File: src/rtl/trng_source_if.sv
// TRNG request/response port between the SoC (master) and the entropy source (slave).
// WIDTH must match the TRNG_WIDTH of the source it connects to.
interface trng_source_if #(
    parameter int WIDTH = 4
);
    logic             trng_req;
    logic [WIDTH-1:0] trng_word;
    logic             trng_valid;

    modport master (output trng_req, input trng_word, input trng_valid);
    modport slave  (input trng_req, output trng_word, output trng_valid);
endinterface

File: src/rtl/trng_source.sv
// Entropy source: synchronized noise sampling, von Neumann debiasing, word packing with a
// one-word buffer, repetition-count health alarm, and a level-request/one-pulse responder.
module trng_source #(
    parameter int TRNG_WIDTH = 4,
    parameter int SAMPLE_DIV = 2,
    parameter int REP_LIMIT  = 32
) (
    input  logic          clk,
    input  logic          resetn,
    input  logic          noise_in,
    trng_source_if.slave  trng,
    output logic          health_fail
);
    localparam int CNT_W = $clog2(TRNG_WIDTH + 1);

    typedef enum logic [1:0] {ST_IDLE, ST_SERVE, ST_ACK, ST_HOLD} state_t;

    logic [1:0]            sync_q;
    logic [15:0]           div_q;
    logic                  phase_q;
    logic                  first_q;
    logic                  prev_q;
    logic [7:0]            rep_cnt_q;
    logic [7:0]            rep_cnt_d;
    logic                  health_fail_q;
    logic                  health_fail_d;
    logic [TRNG_WIDTH-1:0] acc_q;
    logic [TRNG_WIDTH-1:0] acc_d;
    logic [CNT_W-1:0]      bit_cnt_q;
    logic [CNT_W-1:0]      bit_cnt_d;
    logic [TRNG_WIDTH-1:0] buf_q;
    logic                  buf_full_q;
    state_t                state_q;
    logic [TRNG_WIDTH-1:0] word_q;
    logic                  valid_q;

    logic s;
    logic tick;
    logic vn_valid;
    logic emit;
    logic unload;
    logic load;

    assign s    = sync_q[1];
    assign tick = (div_q == 16'(SAMPLE_DIV - 1));

    // Second sample of a differing pair yields the first sample's value (10 -> 1, 01 -> 0).
    assign vn_valid = tick && phase_q && (first_q != s);
    assign emit     = vn_valid && !health_fail_q && (bit_cnt_q < CNT_W'(TRNG_WIDTH));

    genvar gi;
    generate
        for (gi = 0; gi < TRNG_WIDTH; gi++) begin : g_acc
            assign acc_d[gi] = (emit && (bit_cnt_q == CNT_W'(gi))) ? first_q : acc_q[gi];
        end
    endgenerate

    assign bit_cnt_d = emit ? (bit_cnt_q + CNT_W'(1)) : bit_cnt_q;
    assign unload    = (state_q == ST_SERVE) && trng.trng_req && buf_full_q && !health_fail_q;
    // An unload frees the buffer in the same cycle, so a completing word can slip straight in.
    assign load      = !health_fail_q && (bit_cnt_d == CNT_W'(TRNG_WIDTH))
                       && (!buf_full_q || unload);

    assign rep_cnt_d     = (s != prev_q)       ? 8'd1 :
                           (rep_cnt_q == 8'hFF) ? 8'hFF : (rep_cnt_q + 8'd1);
    assign health_fail_d = health_fail_q || (tick && (rep_cnt_d >= 8'(REP_LIMIT)));

    always_ff @(posedge clk or negedge resetn) begin
        if (!resetn) begin
            sync_q        <= '0;
            div_q         <= '0;
            phase_q       <= 1'b0;
            first_q       <= 1'b0;
            prev_q        <= 1'b0;
            rep_cnt_q     <= '0;
            health_fail_q <= 1'b0;
            acc_q         <= '0;
            bit_cnt_q     <= '0;
            buf_q         <= '0;
            buf_full_q    <= 1'b0;
        end else begin
            sync_q        <= {sync_q[0], noise_in};
            div_q         <= tick ? 16'd0 : (div_q + 16'd1);
            health_fail_q <= health_fail_d;
            if (tick) begin
                phase_q   <= ~phase_q;
                first_q   <= phase_q ? first_q : s;
                prev_q    <= s;
                rep_cnt_q <= rep_cnt_d;
            end
            if (health_fail_q) begin
                buf_full_q <= 1'b0;
            end else begin
                acc_q     <= acc_d;
                bit_cnt_q <= load ? '0 : bit_cnt_d;
                if (load) begin
                    buf_q      <= acc_d;
                    buf_full_q <= 1'b1;
                end else if (unload) begin
                    buf_full_q <= 1'b0;
                end
            end
        end
    end

    always_ff @(posedge clk or negedge resetn) begin
        if (!resetn) begin
            state_q <= ST_IDLE;
            word_q  <= '0;
            valid_q <= 1'b0;
        end else begin
            case (state_q)
                ST_IDLE: begin
                    if (trng.trng_req) state_q <= ST_SERVE;
                end
                ST_SERVE: begin
                    if (!trng.trng_req) begin
                        state_q <= ST_IDLE;
                    end else if (buf_full_q && !health_fail_q) begin
                        state_q <= ST_ACK;
                        word_q  <= buf_q;
                        valid_q <= 1'b1;
                    end
                end
                ST_ACK: begin
                    valid_q <= 1'b0;
                    state_q <= ST_HOLD;
                end
                ST_HOLD: begin
                    if (!trng.trng_req) state_q <= ST_IDLE;
                end
                default: begin
                    state_q <= ST_IDLE;
                    valid_q <= 1'b0;
                end
            endcase
        end
    end

    assign trng.trng_word  = word_q;
    assign trng.trng_valid = valid_q;
    assign health_fail     = health_fail_q;
endmodule

File: src/flat_wrapper.sv
// flat-port wrapper written by rule: the top's interface ports become plain ports
module trng_source_flat 
#(
    parameter int TRNG_WIDTH = 4,
    parameter int SAMPLE_DIV = 2,
    parameter int REP_LIMIT  = 32
)
  (clk, resetn, noise_in, health_fail, trng_trng_req, trng_trng_word, trng_trng_valid);
  trng_source_if #(.WIDTH(4)) trng_i ();
  input  logic clk;
  input  logic resetn;
  input  logic noise_in;
  output logic health_fail;
  input wire logic [$bits(trng_i.trng_req)-1:0] trng_trng_req;
  output wire logic [$bits(trng_i.trng_word)-1:0] trng_trng_word;
  output wire logic [$bits(trng_i.trng_valid)-1:0] trng_trng_valid;
  assign trng_i.trng_req = trng_trng_req;
  assign trng_trng_word = trng_i.trng_word;
  assign trng_trng_valid = trng_i.trng_valid;
  trng_source #(.TRNG_WIDTH(TRNG_WIDTH), .SAMPLE_DIV(SAMPLE_DIV), .REP_LIMIT(REP_LIMIT)) u_core (.clk(clk), .resetn(resetn), .noise_in(noise_in), .trng(trng_i), .health_fail(health_fail));
endmodule
File: config.mk
export PLATFORM = sky130hd
export DESIGN_NAME = trng_source_flat
export DESIGN_NICKNAME = d
export VERILOG_FILES = /design/src/rtl/trng_source_if.sv /design/src/rtl/trng_source.sv /design/src/flat_wrapper.sv
export SDC_FILE = /design/constraint.sdc
export NUM_CORES = 1
export LEC_CHECK = 0
export BUFFER_PORTS_ARGS = -buffer_cell sky130_fd_sc_hd__buf_2
export CAP_MARGIN = 20
export CORE_MARGIN = 2
export CORE_UTILIZATION = 60
export CTS_BUF_LIST = sky130_fd_sc_hd__clkbuf_16
export CTS_CLUSTER_DIAMETER = 40
export CTS_CLUSTER_SIZE = 25
export DETAILED_ROUTE_END_ITERATION = 16
export HOLD_SLACK_MARGIN = 0.1
export PLACE_DENSITY = 0.8
export RECOVER_POWER = 25
export SLEW_MARGIN = 30
export SYNTH_ARGS = -nofsm -noshare
export SYNTH_HDL_FRONTEND = slang
export SYNTH_SLANG_ARGS = --single-unit
File: constraint.sdc
create_clock -name clk -period 2.75 [get_ports clk]
set_input_delay 0.1375 -clock clk [delete_from_list [all_inputs] [get_ports clk]]
set_output_delay 0.1375 -clock clk [all_outputs]
set_load 0.02 [all_outputs]
Word-level counts from Yosys, hierarchy flattened

Cells that the tools add are included.

Register bits: 49
Bits in latches: 0
RAM bits: 0
Bits in read-only memories: 0
Bits of input ports: 4
Output and inout port bits: 6
Word-level logic and storage cells: 85
Memories kept: 0

Add/subtract/negate cells: 3
Multipliers: 0
Div/mod/pow operators: 0
$lt $le $gt $ge: 2
Eq/ne operators: 16
Shift-type cells: 0
Mux-type cells: 20
Bitwise gates (word level): 2
Reductions and logical operators: 28

Operator list:

| operator              | number |
|---|---|
| $add 16x1->16 const B | 1 |
| $eq 16x1->1 const B   | 1 |
| $mux 16               | 1 |
| $mux 8                | 2 |
| $logic_and 1x1->1     | 15 |
| $mux 1                | 9 |
| $reduce_and 3->1      | 3 |
| $add 8x1->8 const B   | 1 |
| $eq 8x8->1 const B    | 1 |
| $ge 8x6->1 const B    | 1 |
| $mux 2                | 4 |
| $ne 2x2->1 const B    | 4 |
| $pmux 2 s4            | 1 |
| $eq 3x2->1 const B    | 2 |
| $mux 3                | 2 |
| $eq 2x2->1 const B    | 2 |
| $reduce_and 2->1      | 2 |
| $add 3x1->3 const B   | 1 |
| $eq 3x1->1 const B    | 1 |
| $eq 3x3->1 const B    | 1 |
| $logic_not 3->1       | 1 |
| $lt 3x3->1 const B    | 1 |
| $ne 3x3->1 const B    | 1 |
| $reduce_bool 3->1     | 1 |
| 8 further kinds       | 12 |

Depth between registers and ports, before layout

Gate-level depths: netlist (run 1).

Depth in word-level cells: 11
Gate-level depth with buffers: 8
Depth with buffers taken out: 7

Worst setup path after synthesis (run 1)

Ideal clock, no wire load.

Path kind: flip-flop to flip-flop
Start: register u_core.bit_cnt_q[2]
End: register u_core.buf_q[0]
Setup time: 0.128 ns
Arrival: 2.031 ns
Setup slack: 0.591 ns
Cell stages (with the launch flop): 9
Buffers on the path: 1
Period minus slack after synthesis: 2.159 ns
Path through: dfrtp_1 > clkbuf_1 > inv_1 > ha_1 > nor4b_1 > nand3_1 > o21a_1 > a211o_1 > mux2_1

Longest elaborated chain between the ends: 7
Elaborated cells between the ends (all ways): 11

Ends and longest elaborated chain:

| element                    | line              | text |
|---|---|---|
| start, declared            | trng_source.sv:29 | `logic [CNT_W-1:0] bit_cnt_q;` |
| start signal, assigned     | trng_source.sv:95 | `bit_cnt_q <= load ? '0 : bit_cnt_d;` |
| $lt 3x3->1                 | trng_source.sv:49 | `assign emit = vn_valid && !health_fail_q && (bit_cnt_q < CNT_W'(TRNG_WIDTH));` |
| $logic_and 1x1->1          | trng_source.sv:49 |  |
| $mux 3                     | trng_source.sv:58 | `assign bit_cnt_d = emit ? (bit_cnt_q + CNT_W'(1)) : bit_cnt_q;` |
| $eq 3x3->1                 | trng_source.sv:61 | `assign load = !health_fail_q && (bit_cnt_d == CNT_W'(TRNG_WIDTH))` |
| $logic_and 1x1->1          | trng_source.sv:61 |  |
| $logic_and 1x1->1          | trng_source.sv:62 | `&& (!buf_full_q \|\| unload);` |
| $reduce_and 2->1 (no line) | n/a               |  |
| end signal, assigned       | trng_source.sv:79 | `buf_q <= '0;` |
| end signal, assigned       | trng_source.sv:97 | `buf_q <= acc_d;` |
| end, declared              | trng_source.sv:31 | `logic [TRNG_WIDTH-1:0] buf_q;` |

Several ways; a longest one is shown, not always the timed one.
A chain may end at the register's enable or synchronous reset.

Final worst setup path (run 1)

Start: register u_core.bit_cnt_q[0]
End: register u_core.buf_q[2]

Same word-level chain as after synthesis.

==> results of run 1 <==
[cell families after synthesis]
logic type      share of synthesized area [%]
simple gates                            17.31
flops                                   54.54
compound gates                          7.680
xor+xnor                                7.012
buf+inv                                 2.504
mux                                     6.511
fa+ha+maj                               4.452
[registers in the layout, indices dropped and copies added (netlist names), named ones only]
register and flops:
u_core.rep_cnt_q 8, u_core.health_fail 1, u_core.bit_cnt_q 3, u_core.buf_full_q 1
u_core.phase_q 1, u_core.prev_q 1, u_core.sync_q 2, u_core.acc_q 4
u_core.state_q 1, u_core.buf_q 4, u_core.trng.trng_valid 1, u_core.first_q 1
u_core.trng.trng_word 4, u_core.div_q 16
[tightest hold or removal path, cell delays in order]
cell and delay [ns]:
buf_2 0.11, inv_1 0.06, a21oi_1 0.06
[layer usage]
| metal | track usage, % | vias to the layer above |
|---|---|---|
| met5 | 0 | - |
| met4 | 10.94 | 0 |
| met3 | 5.479 | 6 |
| met2 | 39.29 | 39 |
| met1 | 30.81 | 768 |
| li1 | - | 734 |
[power breakdown]
group          leakage, nW  switching, mW  internal, mW
Sequential           0.638         0.0989         0.859
Clock               0.0938          0.252         0.519
Combinational        0.461          0.226         0.180
Total                 1.19          0.577          1.56
[per-stage QoR]
step / hold slack [ns] / total power, mW / area (um^2) / util (%) / worst slack [ns]
final: 0.1108 / 2.136 / 2552 / 70.25 / 0.3407
after global routing: 0.1370 / 2.260 / 2552 / 70.25 / 0.1953
after CTS: 0.1081 / 2.162 / 2555 / 70.32 / 0.3462
after detailed placement: 0.1924 / 1.374 / 2345 / 64.53 / 0.3980
after global placement: 0.2467 / 1.323 / 2342 / 64.46 / 0.4914
after floorplan: -0.1581 / 1.236 / 2248 / - / 0.5911
[worst min-delay path by stage]
| stage | start | end | slack, ns | depth (start not counted) |
|---|---|---|---|---|
| 3_5_place_dp | resetn | u_core.div_q[8] | 0.19 | 1 |
| 5_1_grt | trng_trng_req | register | 0.14 | 3 |
| 2_1_floorplan | resetn | asynchronous set/reset pin | -0.16 | 0 |
| 6_report | trng_trng_req | register | 0.11 | 3 |
| 3_3_place_gp | noise_in | u_core.sync_q[0] | 0.25 | 1 |
| 4_1_cts | trng_trng_req | register | 0.11 | 3 |
[cells in the final DEF (no fill, tap or decap), types with 9 or more instances in the layout]
master,synthesis,layout
dfrtp_1,49,49
nand2_1,22,22
xnor2_1,14,14
nor2_1,13,13
a21oi_1,11,11
inv_1,10,10
nand3_1,9,9
mux2_2,9,9
[area by class of cell]
class	count	area (um^2)	area share, %
tap	48	60.06	2.353
multi-input combinational	139	965.9	37.84
sequential	49	1226	48.04
timing repair buffer	12	72.57	2.843
inverter	10	37.54	1.471
clock buffer	5	125.1	4.902
clock inverter	3	65.06	2.549
[what timing repair did]
| action | in CTS | in global routing |
|---|---|---|
| gates resized for setup | 0 | 0 |
| hold buffers | 2 | 0 |
| hold endpoints to repair | 50 | 0 |
==> impl_metrics.tcl, run 1 <==
set metrics [dict create \
    status "finished, final reports clean" \
    synth_ff_type "dfrtp_1" \
    syn_area_um2 2248 \
    hp-class "in2reg" \
    fp-row-count 22 \
    clockBufferDepth 2 \
    tns_ns 0 \
    routed_wl_um 4201 \
    power.density_nw_per_um2 836.8 \
    cap_violations 0 \
    dpl.hpwl_um 2890 \
    async_flop_share_pct 100.0 \
    period_share_pct 87.61 \
    synth_edf_count 0 \
    cts-htree-levels 2 \
    antenna_found_initial 0 \
    clock_latency_ns 0.29 \
    via_per_inst 5.816 \
    fmax_ghz 0.4151 \
    syn_inst 203 \
    via_count 1547 \
    syn_area_per_cell_um2 11.08 \
    synthTopCellsByCount "dfrtp_1 (49), nand2_1 (22), xnor2_1 (14)" \
    drive_gt1_share_pct 14.22 \
    grt.total_usage_pct 24.10 \
    grt_pass1_wl_um 7707 \
    crit_start "u_core.bit_cnt_q[0]" \
    drc 0 \
    cp_data_required_time_ns 2.92 \
    cp_top_family "compound AO/OA/AOI/OAI gates" \
    clockRootBuffer "clkbuf_16" \
    yosys_register_bits 49 \
    clock_sinks 49 \
    dp.cells 256 \
    final.min_clock_period_ns 2.409 \
    yosysUniqueCellTypes 33 \
    cp_num_cells 7 \
    start_util_pct 61.88 \
    skew_ns 0.003001 \
    drt.antenna.violating_nets 0 \
    p_leak_nw 1.193 \
    crit_path_max_fanout 5 \
    synth_top_cell_by_area "dfrtp_1" \
    postCtsSetupBuffers 0 \
    firstDrtPassIters 4 \
    reg2reg_to "u_core.buf_q[2]" \
    dieWidth_um 65.22 \
    hold_viol 0 \
    synth_area_leaders "dfrtp_1 (55%), xnor2_1 (5.5%), mux2_2 (4.5%)" \
    antenna_cells 0 \
    dieArea_um2 4253 \
    grt_max_degree 50 \
    seq_area_frac_synth_pct 54.54 \
    startpoint_type "register" \
    cts_made_buffers 5 \
    fillCellCount 272 \
    slew_viol_final 0 \
    path_class "reg2reg" \
    worst_path_max_delay_cell "dfrtp_1" \
    end_kind "register" \
    grt_pass1_vias 1636 \
    final_nets 229 \
    clk_pin_slew_ns 0.06 \
    grt_overflow 0 \
    synth_warnings 0 \
    setup_viol 0 \
    crit_end "u_core.buf_q[2]" \
    wl_met2_um 2142 \
    port_buffers 9 \
    top_layer "met4" \
    syn2layout_area_growth_pct 13.52 \
    wl_per_cell_um 15.79 \
    gp_congestion 0.8105 \
    wl_met3_um 156 \
    yosysMostFrequentCell "dfrtp_1" \
    crit_buf_inv 0 \
    core_um2 3633 \
    die_h_um 65.22 \
    rsz0062_at_grt "no" \
    drt_iter0_drc 106 \
    slowest_delay_ns 0.41 \
    crit_top_cell "ha_1" \
    path_cells "ha_1 -> ha_1 -> nor4b_1 -> nand3_1 -> o21a_1 -> a211o_1 -> mux2_1" \
    r2r_cells 7 \
    timing.rr.start "u_core.bit_cnt_q[0]" \
    vdd_drop_max_mv 0.6276 \
    rrSetupSlack_ns 0.34 \
    slew-limit-headroom_pct 22.43 \
    finalNonFillerCells 266 \
    worstMarginPinSlew_ns 1.164 \
    ios 10 \
    synth_top_area_share_pct 54.54 \
    m1WireLength_um 1818 \
    cts_tree "done" \
    arrival_ns 2.57 \
    synth_nets 215 \
]
(Power assumes the default switching activity.)
==> inputs of run 2 (changes only) <==
--- a/config.mk
+++ b/config.mk
@@ -14,7 +14,7 @@
 export CTS_CLUSTER_SIZE = 25
 export DETAILED_ROUTE_END_ITERATION = 16
 export HOLD_SLACK_MARGIN = 0.1
-export PLACE_DENSITY = 0.8
+export PLACE_DENSITY = 0.79
 export RECOVER_POWER = 25
 export SLEW_MARGIN = 30
 export SYNTH_ARGS = -nofsm -noshare
==> run 2 against run 1 <==
  * Die area stayed put
  * Critical path type unchanged
  * Critical path depth stayed put
  * Cell count is 0.38% higher
  * Clock skew is 0.0035 ns higher
==> impl_metrics.tcl, run 2 (synthesized netlist as in run 1, its figures left out) <==
set metrics [dict create \
    reg_top3 "u_core.div_q x16, u_core.rep_cnt_q x8" \
    final.min_clock_period_ns 2.286 \
    dpl.hpwl_um 2761 \
    place_ws_ns 0.4520 \
    ios 10 \
    final_nets 230 \
    grt_pass1_wl_um 6982 \
    top_layer "met4" \
    timing.rr.start "u_core.bit_cnt_q[0]" \
    end_kind "register" \
    clock_latency_ns 0.29 \
    rsz0062_at_grt "no" \
    grt_pass1_vias 1610 \
    arrival_ns 2.45 \
    wl_met3_um 136 \
    wl_met2_um 2000 \
    via_per_inst 5.775 \
    regMostFlops "u_core.div_q" \
    syn2layout_area_growth_pct 12.63 \
    drc 0 \
    crit_path_max_fanout 5 \
    hold_depth 3 \
    gp_congestion 0.8005 \
    hp-class "in2reg" \
    finalNonFillerCells 267 \
    fp-row-count 22 \
    core_um2 3633 \
    start_util_pct 61.88 \
    antenna_found_initial 0 \
    drt_iter0_drc 49 \
    slew_viol_final 0 \
    postCtsSetupBuffers 0 \
    tns_ns 0 \
    clk_pin_slew_ns 0.06 \
    cts-htree-levels 2 \
    antenna_cells 0 \
    die_h_um 65.22 \
    path_class "reg2reg" \
    grt.total_usage_pct 21.70 \
    min_to "u_core.state_q[0]" \
    port_buffers 9 \
    routed_wl_um 3986 \
    largest_reg_flops 16 \
    hold_viol 0 \
    cts_tree "done" \
    power.density_nw_per_um2 797.6 \
    slew-limit-headroom_pct 23.40 \
    status "finished, final reports clean" \
    via_count 1542 \
    post_cts_resized 0 \
    worstMarginPinSlew_ns 1.149 \
    fillCellCount 290 \
    r2r_cells 7 \
    m1WireLength_um 1808 \
    dp.cells 257 \
    p_leak_nw 1.186 \
    dieWidth_um 65.22 \
    grt_max_degree 50 \
    clockBufferDepth 2 \
    startpoint_type "register" \
    multi_input_area_um2 965.9 \
    skew_ns 0.006476 \
    wl_per_cell_um 14.93 \
    cts_made_buffers 5 \
    fin_area_um2 2532 \
    dieArea_um2 4253 \
    firstDrtPassIters 4 \
    setup_viol 0 \
    drt.antenna.violating_nets 0 \
    clockRootBuffer "clkbuf_16" \
    drive_gt1_share_pct 13.70 \
    power.total_mw 2.020 \
    fmax_ghz 0.4374 \
    rrSetupSlack_ns 0.46 \
    vdd_drop_max_mv 0.6097 \
    fin_util_pct 69.70 \
    register_area_um2 1226 \
    hold_slack_ns 0.1264 \
    hp-start "trng_trng_req" \
    dpl-instance-area_um2 2352 \
    period_share_pct 83.14 \
    final_common_cell "dfrtp_1" \
    setup_ws_ns 0.4636 \
    mostFrequentLayoutCells "dfrtp_1 (49), nand2_1 (22), xnor2_1 (14)" \
    grt_overflow 0 \
    clock_sinks 49 \
    cp_data_required_time_ns 2.92 \
    cap_violations 0 \
    reg2reg_to "u_core.buf_q[1]" \
]
-- run 2: layout make-up --
class / instances / area share [%]
Clock buffer: 5 / 4.941
Clock inverter: 3 / 1.482
Inverter: 10 / 1.482
Multi-Input combinational cell: 139 / 38.14
Sequential cell: 49 / 48.42
Tap cell: 48 / 2.372
Timing Repair Buffer: 13 / 3.162
-- run 2: worst max path at each step --
stage	startpoint	to	slack (ns)	depth (start not counted)
4_1_cts	u_core.bit_cnt_q[0]	u_core.buf_q[1]	0.43	7
2_1_floorplan	u_core.bit_cnt_q[2]	u_core.buf_q[0]	0.59	8
3_5_place_dp	u_core.bit_cnt_q[0]	u_core.buf_q[1]	0.45	7
5_1_grt	u_core.bit_cnt_q[0]	u_core.buf_q[3]	0.28	7
3_3_place_gp	u_core.bit_cnt_q[0]	u_core.buf_q[1]	0.51	7
6_report	u_core.bit_cnt_q[0]	u_core.buf_q[1]	0.46	7
-- run 2: power by group --
group | switching, mW | leakage (nW) | internal (mW) | total (mW)
logic | 0.217 | 0.465 | 0.178 | 0.395
registers | 0.0966 | 0.638 | 0.859 | 0.956
clock network | 0.247 | 0.0826 | 0.422 | 0.669
-- run 2: what timing repair did --
action                                  in CTS  in global routing
endpoints found under the hold margin       50                  0
endpoints found under the setup margin       0                  0
hold buffers                                 2                  0
-- run 2: per-layer routing --
layer  GRT usage (%)  vias up
li1                -      734
met1           26.11      777
met2           37.24       24
met3           5.822        7
met4           8.333        0
met5               0        -
-- run 2: worst max-delay path, stage by stage, from the launching register on --
cell and delay (ns):
dfrtp_1 0.42, ha_1 0.21, ha_1 0.31, nor4b_1 0.24, nand3_1 0.11, o21a_1 0.19, a211o_1 0.35, mux2_1 0.34
